--- src/rtl/demux1to4by32_reg_if.sv ---
// Handshake bus for the registered 1-to-4 demultiplexer: one tagged input stream,
// four holding-register output channels and the accepted-transfer counter.
interface demux1to4by32_reg_if #(
  parameter int unsigned WIDTH = 32,
  parameter int unsigned CNTW  = 16
);
  logic             in_valid;
  logic             in_ready;
  logic [1:0]       address;
  logic [WIDTH-1:0] in_data;
  logic [3:0]       out_valid;
  logic [3:0]       out_ready;
  logic [WIDTH-1:0] output0;
  logic [WIDTH-1:0] output1;
  logic [WIDTH-1:0] output2;
  logic [WIDTH-1:0] output3;
  logic [CNTW-1:0]  xfer_count;

  modport master (
    output in_valid, address, in_data, out_ready,
    input  in_ready, out_valid, output0, output1, output2, output3, xfer_count
  );

  modport slave (
    input  in_valid, address, in_data, out_ready,
    output in_ready, out_valid, output0, output1, output2, output3, xfer_count
  );
endinterface

--- src/rtl/demux1to4by32_reg.sv ---
// Registered 1-to-4 demultiplexer: each destination owns a one-entry holding register,
// so a stalled consumer only blocks words addressed to it.
module demux1to4by32_reg #(
  parameter int unsigned WIDTH = 32,
  parameter int unsigned CNTW  = 16
) (
  input logic               clk,
  input logic               reset,
  demux1to4by32_reg_if.slave bus
);

  logic [3:0]       v_q;
  logic [WIDTH-1:0] d_q [4];
  logic [CNTW-1:0]  cnt_q;
  logic             accept;
  logic [3:0]       pop;

  // Readiness looks only at the addressed channel; a pop frees it for a same-cycle refill.
  always_comb begin
    bus.in_ready = !v_q[bus.address] | bus.out_ready[bus.address];
    accept       = bus.in_valid & bus.in_ready;
    pop          = v_q & bus.out_ready;
  end

  always_ff @(posedge clk) begin
    if (reset) begin
      v_q   <= '0;
      cnt_q <= '0;
      for (int unsigned k = 0; k < 4; k++) begin
        d_q[k] <= '0;
      end
    end else begin
      for (int unsigned k = 0; k < 4; k++) begin
        if (accept && (bus.address == 2'(k))) begin
          d_q[k] <= bus.in_data;
          v_q[k] <= 1'b1;
        end else if (pop[k]) begin
          v_q[k] <= 1'b0;
        end
      end
      if (accept) begin
        cnt_q <= cnt_q + 1'b1;
      end
    end
  end

  assign bus.out_valid  = v_q;
  assign bus.output0    = d_q[0];
  assign bus.output1    = d_q[1];
  assign bus.output2    = d_q[2];
  assign bus.output3    = d_q[3];
  assign bus.xfer_count = cnt_q;

endmodule

--- src/flat_wrapper.sv ---
// flat-port wrapper written by rule: the top's interface ports become plain ports
module demux1to4by32_reg_flat 
#(
  parameter int unsigned WIDTH = 32,
  parameter int unsigned CNTW  = 16
)
  (clk, reset, bus_in_valid, bus_address, bus_in_data, bus_out_ready, bus_in_ready, bus_out_valid, bus_output0, bus_output1, bus_output2, bus_output3, bus_xfer_count);
  demux1to4by32_reg_if #(.WIDTH(WIDTH), .CNTW(CNTW)) bus_i ();
  input logic clk;
  input logic reset;
  input wire logic [$bits(bus_i.in_valid)-1:0] bus_in_valid;
  input wire logic [$bits(bus_i.address)-1:0] bus_address;
  input wire logic [$bits(bus_i.in_data)-1:0] bus_in_data;
  input wire logic [$bits(bus_i.out_ready)-1:0] bus_out_ready;
  output wire logic [$bits(bus_i.in_ready)-1:0] bus_in_ready;
  output wire logic [$bits(bus_i.out_valid)-1:0] bus_out_valid;
  output wire logic [$bits(bus_i.output0)-1:0] bus_output0;
  output wire logic [$bits(bus_i.output1)-1:0] bus_output1;
  output wire logic [$bits(bus_i.output2)-1:0] bus_output2;
  output wire logic [$bits(bus_i.output3)-1:0] bus_output3;
  output wire logic [$bits(bus_i.xfer_count)-1:0] bus_xfer_count;
  assign bus_i.in_valid = bus_in_valid;
  assign bus_i.address = bus_address;
  assign bus_i.in_data = bus_in_data;
  assign bus_i.out_ready = bus_out_ready;
  assign bus_in_ready = bus_i.in_ready;
  assign bus_out_valid = bus_i.out_valid;
  assign bus_output0 = bus_i.output0;
  assign bus_output1 = bus_i.output1;
  assign bus_output2 = bus_i.output2;
  assign bus_output3 = bus_i.output3;
  assign bus_xfer_count = bus_i.xfer_count;
  demux1to4by32_reg #(.WIDTH(WIDTH), .CNTW(CNTW)) u_core (.clk(clk), .reset(reset), .bus(bus_i));
endmodule
--- config.mk ---
export PLATFORM = sky130hd
export DESIGN_NAME = demux1to4by32_reg_flat
export DESIGN_NICKNAME = d
export VERILOG_FILES = /design/src/rtl/demux1to4by32_reg_if.sv /design/src/rtl/demux1to4by32_reg.sv /design/src/flat_wrapper.sv
export SDC_FILE = /design/constraint.sdc
export NUM_CORES = 1
export LEC_CHECK = 0
export ABC_AREA = 1
export BUFFER_PORTS_ARGS = -buffer_cell sky130_fd_sc_hd__buf_2
export CAP_MARGIN = 20
export CORE_UTILIZATION = 30
export CTS_CLUSTER_DIAMETER = 50
export CTS_CLUSTER_SIZE = 12
export DETAILED_ROUTE_END_ITERATION = 8
export GPL_TIMING_DRIVEN = 0
export PLACE_DENSITY_LB_ADDON = 0.1
export SLEW_MARGIN = 20
export SYNTH_ARGS = -nofsm -noshare
export SYNTH_HDL_FRONTEND = slang
export SYNTH_SLANG_ARGS = --single-unit
--- constraint.sdc ---
create_clock -name clk -period 5.3 [get_ports clk]
set_input_delay 0.265 -clock clk [delete_from_list [all_inputs] [get_ports clk]]
set_output_delay 0.265 -clock clk [all_outputs]
set_load 0.005 [all_outputs]
# ---- Yosys cells after proc, flatten, opt, wreduce, memory -nomap -nowiden
# Memory sizes are Yosys's and may differ from the RTL's.
# Cells that the tools add are included.
dict set report word_totals {
  out_inout_bits 149
  latch_bits 0
  ramBits 128
  word_cells 58
  reg_bits 20
  romBits 0
  memories 1
  inputBits 41
}
dict set report classes {
  muxes 30
  addsub 1
  multipliers 0
  div 0
  order_cmp 1
  n_bitwise 7
  n_shift 0
  eq_ne 3
  n_reduce_logical 10
}
# memory words width rd rd_clocked_by_memory_dff wr line
set mem_list {}
lappend mem_list {u_core.d_q 4 32 4 0 4 demux1to4by32_reg.sv:13} ;# logic [WIDTH-1:0] d_q [4];
# op n
set op_table {}
lappend op_table {{32-bit 2-to-1 mux} 4}
lappend op_table {{1-bit 2-to-1 mux} 24}
lappend op_table {{16-bit by 1-bit adder with 16-bit output (second input constant)} 1}
lappend op_table {{2-bit nonzero test} 4}
lappend op_table {{1-bit bitwise OR} 5}
lappend op_table {{4-bit AND} 1}
lappend op_table {{1-bit binary-select mux with 2-bit select} 2}
lappend op_table {{2-bit == test (second input constant)} 2}
lappend op_table {{1-bit logical AND} 4}
lappend op_table {{2-bit by 3-bit less-than comparator with 1-bit output (second input constant)} 1}
lappend op_table {{2-bit by 1-bit == test with 1-bit output (second input constant)} 1}
lappend op_table {{2-bit logical NOT} 1}
lappend op_table {{1-bit AND} 1}
lappend op_table {{1-bit logical NOT} 1}

# ---- Logic depth before layout (Yosys ltp)
# Gate-level depths: netlist of the first run.
dict set report logic_depth {
  ltp_word 10
  mapped_depth 12
  depth_no_buf 10
}

# ---- Worst setup path after synthesis of the first run
# No wires, ideal clock.
dict set report synth_timing {
  path_type {input to register}
  start {input port bus_address[0]}
  end {memory u_core.d_q[3][0] (enable)}
  stages 9
  setup_slack_ps 1485
  t_arrival_ps 3349
  n_path_buf 2
  required_ps 4834
  cell_sequence {buf_6 -> nor2_4 -> nand2_1 -> nand2_1 -> nor2_2 -> nand2_2 -> nand2_2 -> buf_4 -> o21ai_0}
}
# item line
set synth_rtl {}
lappend synth_rtl {{from (decl)} flat_wrapper.sv:12} ;# input wire logic [$bits(bus_i.address)-1:0] bus_address;
lappend synth_rtl {{to (decl)} demux1to4by32_reg.sv:13}

==> results, run 1 <==
- The net count of the finished layout is 763.
- After clock tree synthesis, the clock-pin slew on the worst setup and hold paths is 0.06 ns.
- The worst path required time is 5.42 ns.
- The overall via count from detail_route is 4,297.
- The endpoint type of the worst setup path is a register.
- On the critical path the largest part of the delay comes from simple AND/OR/NAND/NOR gates.
- The critical path goes through nand2_1 > nand2_1 > nand2_1 > nand2_1 > nand2_2 > nand2_2 > buf_4 > o21ai_4 > buf_12.
- Of the total power, the share spent switching nets is 0.234.
- The later-pin clock latency in the skew report is 0.42 ns.
- The power density over the cells is 342 nW/um2.
- The cell sitting at the root of the clock tree is a clkbuf_16.
- The count of cells along the worst register-to-register path is 9.
- 0 antenna diodes ended up in the layout.
- Detailed routing placed a total of 7.47 mm of wire on met2.
- In the routed layout, each cell is associated on average with a via count of 4.32.
- The cell leakage power is 3.61 nW.
- The die extent in y is 142 um.
- Synthesis inferred 148 register bits.
- The clock arrives with 0.0114 ns of skew.
- The filler cells instantiated in the layout total 1,920.
- The TritonCTS clock tree is yes.
- The number of port buffers is 187.
- The all-layer global routing usage is 0.161.
- For this run, the register share of the synthesized area comes to 0.724.
- In the synthesized netlist the dominant register cell turns out to be edfxtp_1.
- The path category of the worst min-delay check is in -> reg.
- Routed signal wires occupy layers up through met4.
- Along the worst path, the maximum fanout reaches 19.
- The count of mapped cells out of synthesis is 511.
- The mean routed wirelength per cell is 15.8 um.
- The total clock buffers created by CTS is 17.
- The number of antenna violations at the first check in global routing is 0.
- The total of max-cap violations is 0.
- The commonest cells after synthesis are nor2_1 (153), edfxtp_1 (128), nand2_1 (76), inv_1 (51), dfxtp_1 (20).
- The depth of the CTS H-tree is 4.
- The largest individual stage delay along the critical path comes from the cell o21ai_4.
- The wire length of the first global-routing pass is 23.9 mm.
- Entering global routing, the biggest net connects 24 pins.
- In the post-synthesis netlist, the cell with the most instances is nor2_1.
- edfxtp_1 takes more of the synthesized area than any other cell.
- The dominant cell type by count on the critical path is nand2_1.
- The highest clock rate is 470 MHz.
- The initial detailed-routing violation count is 186.
- For this run, asynchronously set or reset flops after synthesis account for 0.
- Counting every sink on the clock net gives 148.
- The worst setup path is of the reg -> reg kind.
- The number of enable flip-flop cells after synthesis is 128.
- The sum of buffers and inverters on the critical path is 2.
- The switching power total is 622 uW.
- The capture endpoint of the worst hold path is u_core.bus.out_valid[2].
- The arrival time at the worst endpoint is 2.25 ns.
- The combinational group share of total power is 0.070.
- The storage element area is 4240 um2.
- The flow ran to the end, and the final reports show no timing, DRC or antenna violations.
- In the final layout, the multi-input gates occupy 1260 um2.
- The placeable core region is 18,900 um2.
- The maximum buffer depth of the clock tree is 2.
- The destination of the worst register-to-register timing path is u_core.d_q[3][2].
- On the worst path, the slowest cell contributes a delay of 0.47 ns.
- The die is 142 um wide.
- In this run the critical register-to-register path is launched from u_core.bus.out_valid[3].
- The area growth from synthesis to layout is 32.8%.
- The count of non-filler cells in the finished layout is 994.
- Setup violations remaining at the end of the flow were counted as 0.
- The final critical delay including setup and external delays is 2.13 ns.
- The number of cells on the worst hold path is 3.
- The kind of start point of the critical path is a register.
- The effective utilization at floorplan is 0.310.
- The via count of the first global-routing pass was 4,344.
- In the final layout, the share of cells above drive strength 1 is 0.342.
- After detailed routing, the wire length on met1 is 7.06 mm.
- The headroom to the max-slew limit is 0.605.
- The critical path runs through a total of 9 cells.
- In the detailed route, the total length drawn on met3 is 934 um.
- Yosys printed 0 warnings.
- The worst slack at placement is 2.98 ns.
- In this run the remaining antenna-violating nets after routing total 0.
- The cell area that synthesis handed to floorplanning was 5860 um2.
- The quantity of hold-fixing buffers added after cts is 0.
- The final worst setup slack is 3.17 ns.
- The startpoint of the tightest hold check path is bus_out_ready[2].
- The total nets after synthesis is 553.
- In this run, placement finished with an instance count of 962.
- The share of synthesized area in the top cell type comes to 0.656.
- The post-layout total power is 2.66 mW.
- The first detailed-routing pass took 5 iterations.
- Of the total power, the clock network draws 0.429.
- The total count of hold-check failures in the final report is 0.
- The number of top-level pins is 190.
- For flop-to-flop paths, the worst setup slack is 3.17 ns.
- The share of total power dissipated in sequential elements is 0.502.
- After clock tree synthesis, the setup repair step added 0 buffers.
- The share of the clock period used by the worst path is 0.402.
- The worst-margin pin slew is 0.593 ns.
- The final routed DRC violation total is 0.
- The final weighted congestion of routability-driven global placement is 0.825.
- The count of standard-cell rows is 50.
- The wire-length estimate of the detail-placed layout is 10.8 mm.
- A synthesized cell averages 11.5 um2.
- The post-cts repair resize count is 0.
- The total die area is 20,100 um2.
- Setup repair after global routing left no endpoint under its margin.
- The worst ir drop on vdd is 0.217 mV.
- The total negative slack for setup checks is 0 ns.
- The total overflow reported by the global router is 0.
- The most critical setup path has its startpoint at u_core.bus.out_valid[3].
- The internal power component is 2.04 mW.
- The final number of max-transition violations was 0.
- The routed design has 15.7 mm of wire.
- The synthesized netlist contains 25 unique library cells.
- Yosys attributes the largest share of cell area to edfxtp_1 (66%), nor2_1 (9.8%), dfxtp_1 (6.8%), nand2_1 (4.9%), inv_1 (3.3%).
==> worst min-delay path, cell delays in order <==
cell      delay, ns
buf_2          0.09
nand3b_1       0.11
nand2_1        0.05
==> how the worst max path moves through the flow <==
| stage | end | slack, ns |
|---|---|---|
| after CTS | u_core.d_q[3][2] | 3.12 |
| after floorplan | u_core.d_q[3][0] | 1.49 |
| final | u_core.d_q[3][2] | 3.17 |
| after global placement | u_core.d_q[3][4] | -0.76 |
| after detailed placement | u_core.d_q[3][4] | 2.98 |
| after global routing | u_core.d_q[3][9] | 2.93 |
==> power by group through the flow <==
stage	clock network [mW]	logic, mW	registers (mW)
floorplan	0	0.0700	1.37
global placement	0	0.176	1.36
detailed placement	0	0.191	1.36
CTS	1.17	0.191	1.33
global route	1.21	0.205	1.34
finish	1.14	0.185	1.33
==> cell usage in the layout (no fill, tap or decap), types with 6 or more instances in the layout <==
cell / synthesis / layout
buf_2: 4 / 191
nor2_1: 153 / 153
edfxtp_1: 128 / 128
nand2_1: 76 / 73
inv_1: 51 / 51
dfxtp_1: 20 / 20
nand3_1: 18 / 18
clkbuf_16: 0 / 17
buf_6: 11 / 11
a21oi_1: 10 / 10
nand3b_1: 7 / 7
nand2_2: 3 / 6
nand4_1: 6 / 6
==> metrics by stage <==
step / instance area [um2] / hold WS (ns) / util
after floorplan: 5860 / 0.437 / -
after global placement: 7120 / 0.484 / 0.377
after detailed placement: 7230 / 0.492 / 0.382
after CTS: 7780 / 0.115 / 0.412
after global routing: 7780 / 0.134 / 0.412
final: 7780 / 0.143 / 0.412
==> kinds of logic (layout without fill, tap and decap cells) <==
logic type                 count (synthesis)  after routing  synth area share
DFF                                      148            148             0.724
adders and majority gates                  1              1           0.00214
and+or+nand+nor                          269            269             0.192
buffers and inverters                     74            297            0.0630
AOI/OAI and AO/OA                         16             16            0.0143
xor gates and xnor gates                   3              3           0.00449
==> final cells by class <==
cell class	count	share of cell area
flip-flops and latches	148	0.545
repair buffers	191	0.132
plain buffers	20	0.0214
well taps	260	0.0418
clock buffers	17	0.0547
inverters	54	0.0260
clock inverters	15	0.0167
multi-input cells	289	0.162
==> layer usage <==
layer / GRT usage / vias to the layer above
met3: 0.0432 / 14
met2: 0.269 / 149
met1: 0.203 / 2045
met4: 0.0504 / 0
li1: - / 2089
met5: 0 / -
==> sequential cells by signal, summed over array words and instances, names as in the netlist <==
signal / cells
u_core.bus.out_valid: 4
u_core.d_q: 128
u_core.bus.xfer_count: 16
No activity file was read; power rests on OpenSTA's default activity.
==> inputs of run 2 (changes only) <==
clock period = 2.2 ns   (was 5.3 ns; I/O delays follow)
==> results, run 2 (synthesis gave the netlist of run 1 again) <==
- The antenna diode count is 0 (unchanged).
- The largest driver fanout on the critical path is 18 (-1).
- The power density over the cells is 839 nW/um2 (+150%).
- The met2 usage in global routing is 0.271 (+0.00207).
- The via density per instance is 4.26 (-1.4%).
- The largest delay contributor family on the critical path is simple AND/OR/NAND/NOR gates.
- The post-cts repair resize count was 0 (unchanged).
- The clock root buffer is clkbuf_16.
- The flip-flop count of the largest register, all copies and words added is 128 (unchanged).
- The worst-margin pin slew came to 0.652 ns (+0.0587 ns).
- The effective utilization at floorplan is 0.310 (unchanged).
- The count of cells along the worst register-to-register path came to 9 (unchanged).
- The min-delay analysis places its worst path in the category in -> reg.
- The depth of the CTS H-tree is 4 (unchanged).
- The wire length of the first global-routing pass is 24.3 mm (+1.7%).
- In this run the most critical hold path is launched from bus_in_data[29].
- The worst hold slack across all endpoints is 0.0388 ns (-0.105 ns).
- The final routed DRC violation total came to 0 (unchanged).
- The cell that appears most often on the critical path is nand2_1.
- The cell leakage power is 3.64 nW (+0.97%).
- The cell at the slowest stage of the critical path is nand2_2.
- Setup repair after global routing left no endpoint under its margin.
- The placeable core region was 18,900 um2 (unchanged).
- The area growth from synthesis to layout is 34.6%.
- The total detailed-routing wirelength was 15.8 mm (+1.2%).
- The final number of max-transition violations is 0 (unchanged).
- The all-layer global routing usage is 0.163 (+0.00200).
- The arrival time at the worst endpoint is 2.09 ns (-0.16 ns).
- The total clock buffers created by CTS is 17 (unchanged).
- The worst register-to-register path begins at u_core.bus.out_valid[2].
- The endpoint type of the worst setup path is a register.
- The number of search-and-repair iterations in the first detailed-routing pass is 4 (-1).
- The maximum buffer depth of the clock tree was 2 (unchanged).
- The cell count after placement came to 962 (unchanged).
- The count of non-filler cells in the finished layout is 999 (+0.50%).
- The worst ir drop on vdd is 0.508 mV (+130%).
- The count of nets left with antenna violations after detail routing is 0 (unchanged).
- The maximum clock skew at final layout is 0.0134 ns (+0.00206 ns).
- The number of clock sinks was 148 (unchanged).
- The layout filler cell count is 1,863 (-3.0%).
- The met3 usage is 0.0479 (+0.00472).
- The number of port buffers is 187 (unchanged).
- The TritonCTS clock tree is yes.
- The final setup violation count came to 0 (unchanged).
- Traced cell by cell, the critical path runs through nand2_1 > nand2_1 > nand2_1 > nand2_1 > a21oi_2 > buf_6 > nand2_1 > nand2_2 > buf_16.
- The overall via count from detail_route is 4,258 (-0.91%).
- The mean routed wirelength per cell is 15.9 um (+0.67%).
- The fraction of layout cells with a size suffix above 1 is 0.340 (-0.00231).
- The via count of the first global-routing pass was 4,308 (-0.83%).
- The net count of the finished layout was 768 (+0.66%).
- The maximum number of pins on one net before global-route repair came to 24 (unchanged).
- The kind of start point of the critical path is a register.
- The capture endpoint of the worst hold path is u_core.d_q[0][29].
- The final worst setup slack is 0.223 ns (-2.95 ns).
- The die width is 142 um (unchanged).
- The share of the clock period used by the worst path is 0.899 (+0.497).
- The count of standard-cell rows is 50 (unchanged).
- The clock-pin slew on the worst setup and hold paths is 0.06 ns (about the same).
- The initial detailed-routing violation count was 250 (+34%).
- More flip-flops sit in one register than any other, and that register is u_core.d_q.
- The destination of the worst register-to-register timing path is u_core.d_q[1][0].
- The total negative slack for setup checks is 0 ns (unchanged).
- The number of cells on the worst hold path is 3 (unchanged).
- The later-pin clock latency in the skew report is 0.41 ns (about the same).
- The critical path in this run is classified as reg -> reg.
- The total count of hold-check failures in the final report is 0 (unchanged).
- The highest clock rate came to 506 MHz (+7.7%).
- The sum of buffers and inverters on the critical path is 2 (unchanged).
- The final weighted congestion of routability-driven global placement is 0.815 (-1.2%).
- The die extent in y was 142 um (unchanged).
- The total overflow reported by the global router is 0 (unchanged).
- The placed wire-length estimate is 10.9 mm (+0.35%).
- The total die area is 20,100 um2 (unchanged).
- The total of max-cap violations is 0 (unchanged).
- The library cell used most frequently in the layout, excluding fill and tap cells, is buf_2.
- The headroom to the max-slew limit is 0.566 (-0.0392).
- The layer flagged by global routing as most heavily used is met2.
- The number of antenna violations at the first check in global routing is 0 (unchanged).
- The routing usage on met1 came to 0.208 (+0.00479).
- The run finished with clean final reports.
- The number of top-level pins is 190 (unchanged).
- The post-layout total power was 6.62 mW (+150%).
- The final critical delay including setup and external delays is 1.98 ns (-0.151 ns).
- The worst-case register-to-register setup slack is 0.22 ns (-2.95 ns).
- In the layout the commonest cells are buf_2 (191), nor2_1 (153), edfxtp_1 (128), nand2_1 (73), inv_1 (51).
- The worst path required time is 2.31 ns (-3.11 ns).
- The largest incremental delay on the critical path was 0.40 ns (-0.07 ns).
- The worst slack at placement is -0.00265 ns (-2.99 ns).
[run 2: worst max-delay path by stage]
stage | startpoint | end | cells after the start
after floorplan | u_core.bus.out_valid[2] | u_core.d_q[1][0] | 8
after global placement | reset | u_core.d_q[1][21] | 4
after detailed placement | u_core.bus.out_valid[2] | u_core.d_q[3][5] | 9
after CTS | u_core.bus.out_valid[2] | u_core.d_q[1][1] | 9
after global routing | u_core.bus.out_valid[2] | u_core.d_q[2][27] | 9
final | u_core.bus.out_valid[2] | u_core.d_q[1][0] | 9
[run 2: cell type report]
type / count / area (um2) / area share
inverter: 54 / 203 / 0.0257
clock inverter: 11 / 151 / 0.0192
buffer: 20 / 166 / 0.0211
multi-input combinational: 289 / 1260 / 0.160
clock buffer: 21 / 440 / 0.0559
timing repair buffer: 196 / 1090 / 0.138
tap: 260 / 325 / 0.0413
sequential: 148 / 4240 / 0.538
[run 2: layer usage]
layer  vias to the layer above  routed length [um]
li1                       2100                   -
met1                      2010                7300
met2                       141                7530
met3                         7                 912
met4                         0                 102
met5                         -                   0
[run 2: timing repair]
action | 4_1_cts | 5_1_grt
hold buffers | 4 | 0
hold endpoints to repair | 4 | 0
setup buffers | 1 | 0
endpoints found under the setup margin | 19 | 0
[run 2: power by group]
part	internal [mW]	switching (mW)	leakage, nW
registers	3.17	0.0370	1.54
clock network	1.79	1.16	0.274
logic	0.177	0.281	1.83
total	5.14	1.48	3.64
[run 2: tightest hold or removal path, stage by stage]
cell    delay (ns)
buf_2         0.07
inv_1         0.06
nor2_1        0.09
[run 2: stage by stage]
step / area, um2 / utilization
detailed placement: 7230 / 0.383
global placement: 7130 / 0.377
CTS: 7890 / 0.417
floorplan: 5870 / -
finish: 7890 / 0.417
global route: 7890 / 0.417
==> inputs of run 3 (changes only) <==
CORE_UTILIZATION = 45   (was 30)
==> results, run 3 (synthesis gave the netlist of run 1 again) <==
- In this run the critical register-to-register path is captured at u_core.d_q[1][4].
- The fraction of layout cells with a size suffix above 1 is 0.341 (+0.000922).
- In the layout the commonest cells are buf_2 (191), nor2_1 (153), edfxtp_1 (128), nand2_1 (73), inv_1 (51).
- The relative contribution of sequential cells to total power was 0.523 (+0.038).
- The share of the clock period used by the worst path is 0.889 (-0.00960).
- The placeable core region came to 12,700 um2 (-33%).
- The storage element area is 4240 um2 (unchanged).
- The worst hold slack across all endpoints is 0.0370 ns (-0.00178 ns).
- The final critical delay including setup and external delays came to 1.96 ns (-0.0211 ns).
- The total detailed-routing wirelength is 13.7 mm (-14%).
- The switching power total is 1.37 mW (-7.2%).
- The critical path start-end classification is reg -> reg.
- The clock-pin slew on the worst setup and hold paths is 0.06 ns (about the same).
- The count of non-filler cells in the finished layout is 909 (-9.0%).
- The total count of hold-check failures in the final report is 0 (unchanged).
- The clock group share of total power is 0.403 (-0.043).
- The via density per instance is 4.72 (+11%).
- The final number of max-transition violations is 0 (unchanged).
- The internal power component is 4.76 mW (-7.4%).
- The most common cell after layout, fill and taps aside is buf_2.
- The number of clock sinks is 148 (unchanged).
- The final setup violation count is 0 (unchanged).
- The power density over the cells is 798 nW/um2 (-5.0%).
- The post-layout total power is 6.13 mW (-7.3%).
- The layout filler cell count is 1,092 (-41%).
- The worst path required time is 2.32 ns (about the same).
- The via count of the first global-routing pass is 4,091 (-5.0%).
- The switching share of power was 0.223 (+0.000432).
- The total die area is 13,500 um2 (-33%).
- The depth of the CTS H-tree is 4 (unchanged).
- The flip-flop count of the largest register, all copies and words added is 128 (unchanged).
- The most critical setup path has its endpoint at u_core.d_q[1][4].
- The cell leakage power came to 3.62 nW (-0.63%).
- The die extent in y is 116 um (-18%).
- The final weighted congestion of routability-driven global placement is 0.837 (+2.7%).
- The total overflow reported by the global router is 0 (unchanged).
- The all-layer global routing usage is 0.207 (+0.0433).
- The die width is 116 um (-18%).
- The flow ran to the end, and the final reports show no timing, DRC or antenna violations.
- The final routed DRC violation total is 0 (unchanged).
- The worst-case register-to-register setup slack is 0.24 ns (+0.02 ns).
- The wire length of the first global-routing pass was 20.3 mm (-17%).
- The worst ir drop on vdd is 0.444 mV (-13%).
- Relative to the synthesized area, the layout overhead comes to 31.2%.
- The largest driver fanout on the critical path is 17 (-1).
- The count of cells along the worst register-to-register path came to 9 (unchanged).
- The total of max-cap violations came to 0 (unchanged).
- The later-pin clock latency in the skew report came to 0.42 ns (about the same).
- The number of top-level pins came to 190 (unchanged).
- The endpoint type of the worst setup path is a register.
- The kind of start point of the critical path is a register.
- The number of port buffers was 187 (unchanged).
- The effective utilization at floorplan is 0.462 (+0.152).
- The count of standard-cell rows is 41 (-18%).
- The number of antenna violations at the first check in global routing is 0 (unchanged).
- The total clock buffers created by CTS came to 17 (unchanged).
- The worst-margin pin slew is 0.609 ns (-0.0427 ns).
- The register with the most flip-flops in the final layout is u_core.d_q.
- The worst flop-to-flop path startpoint is u_core.bus.out_valid[2].
- The arrival time at the worst endpoint came to 2.08 ns (about the same).
- Setup repair after global routing left no endpoint under its margin.
- The TritonCTS clock tree is yes.
- The total area of multi-input combinational cells is 1260 um2 (unchanged).
- The root buffer cell chosen for the clock tree is clkbuf_16.
- The initial detailed-routing violation count was 282 (+13%).
- The tightest min-delay check is of the in -> reg type.
- The net count of the finished layout is 768 (unchanged).
- The number of search-and-repair iterations in the first detailed-routing pass is 8 (+4).
- The maximum clock skew at final layout is 0.00893 ns (-0.00449 ns).
- The maximum buffer depth of the clock tree is 2 (unchanged).
- The highest clock rate is 511 MHz (+1.1%).
- The antenna diode count was 0 (unchanged).
- The count of nets left with antenna violations after detail routing was 0 (unchanged).
- The overall via count from detail_route is 4,289 (+0.73%).
- The combinational group share of total power is 0.074 (+0.005).
- The final standard cell utilization of the core is 0.607 (+0.189).
- The cell count after placement is 874 (-9.1%).
- The maximum number of pins on one net before global-route repair is 23 (-4.2%).
- The mean routed wirelength per cell is 15.1 um (-5.0%).
- The critical path starts at u_core.bus.out_valid[2].
- The placed wire-length estimate came to 9.40 mm (-14%).
- The headroom to the max-slew limit is 0.594 (+0.0285).
[run 3: cell types whose count changed in the layout (fill, tap and decap cells not counted), sizes merged]
cell,change
clkbuf,-2
clkinvlp,-2
clkinv,+6
bufinv,-3
inv,-1
[run 3: worst min path at each step]
stage	start	cells past startpoint	slack (ns)	to
finish	bus_in_data[23]	3	0.04	u_core.d_q[2][23]
global route	bus_in_data[23]	3	0.04	u_core.d_q[0][23]
CTS	bus_in_data[23]	3	0.02	u_core.d_q[0][23]
detailed placement	bus_out_ready[0]	3	0.40	u_core.bus.out_valid[0]
global placement	bus_out_ready[0]	3	0.39	u_core.bus.out_valid[0]
floorplan	bus_out_ready[0]	2	0.28	u_core.bus.out_valid[0]
[run 3: stage by stage]
stage	setup TNS, ns	setup slack [ns]	area (um2)
after detailed placement	-0.0619	-0.00420	7130
after CTS	0	0.210	7690
after global routing	0	0.0174	7690
final	0	0.244	7690
after floorplan	0	0.194	5870
after global placement	-50.65	-0.521	7020
[run 3: power by group through the flow]
stage	combinational [mW]	clock, mW	sequential (mW)
after floorplan	0.172	0	3.29
after global placement	0.410	0	3.27
after detailed placement	0.448	0	3.27
after CTS	0.459	2.50	3.21
after global routing	0.496	2.61	3.22
final	0.451	2.47	3.21
[run 3: critical path, cell delays in order (launching register included)]
cell and delay (ns):
dfxtp_1 0.33, nand2_1 0.07, nand2_1 0.05, nand2_1 0.05, nand2_1 0.09, a21oi_2 0.18, buf_6 0.18, nand2_1 0.07
nand2_2 0.41, buf_16 0.23
[run 3: layer usage]
metal | track usage | vias to the layer above | part of all wire
met1 | 0.250 | 1981 | 0.43
met5 | 0 | - | 0
met2 | 0.346 | 189 | 0.48
li1 | - | 2096 | -
met4 | 0.0915 | 0 | 0.018
met3 | 0.0576 | 23 | 0.075
[run 3: final cells by class]
class / instances / area share
timing repair buffer: 196 / 0.143
clock buffer: 19 / 0.0563
multi-input combinational: 289 / 0.164
inverter: 54 / 0.0264
buffer: 20 / 0.0216
clock inverter: 11 / 0.00830
tap: 172 / 0.0280
sequential: 148 / 0.552
[run 3: timing repair]
item	4_1_cts	5_1_grt
hold buffers	4	0
gates resized for setup	0	0
setup endpoints to repair	17	0
buffers inserted	1	0
endpoints found under the hold margin	4	0
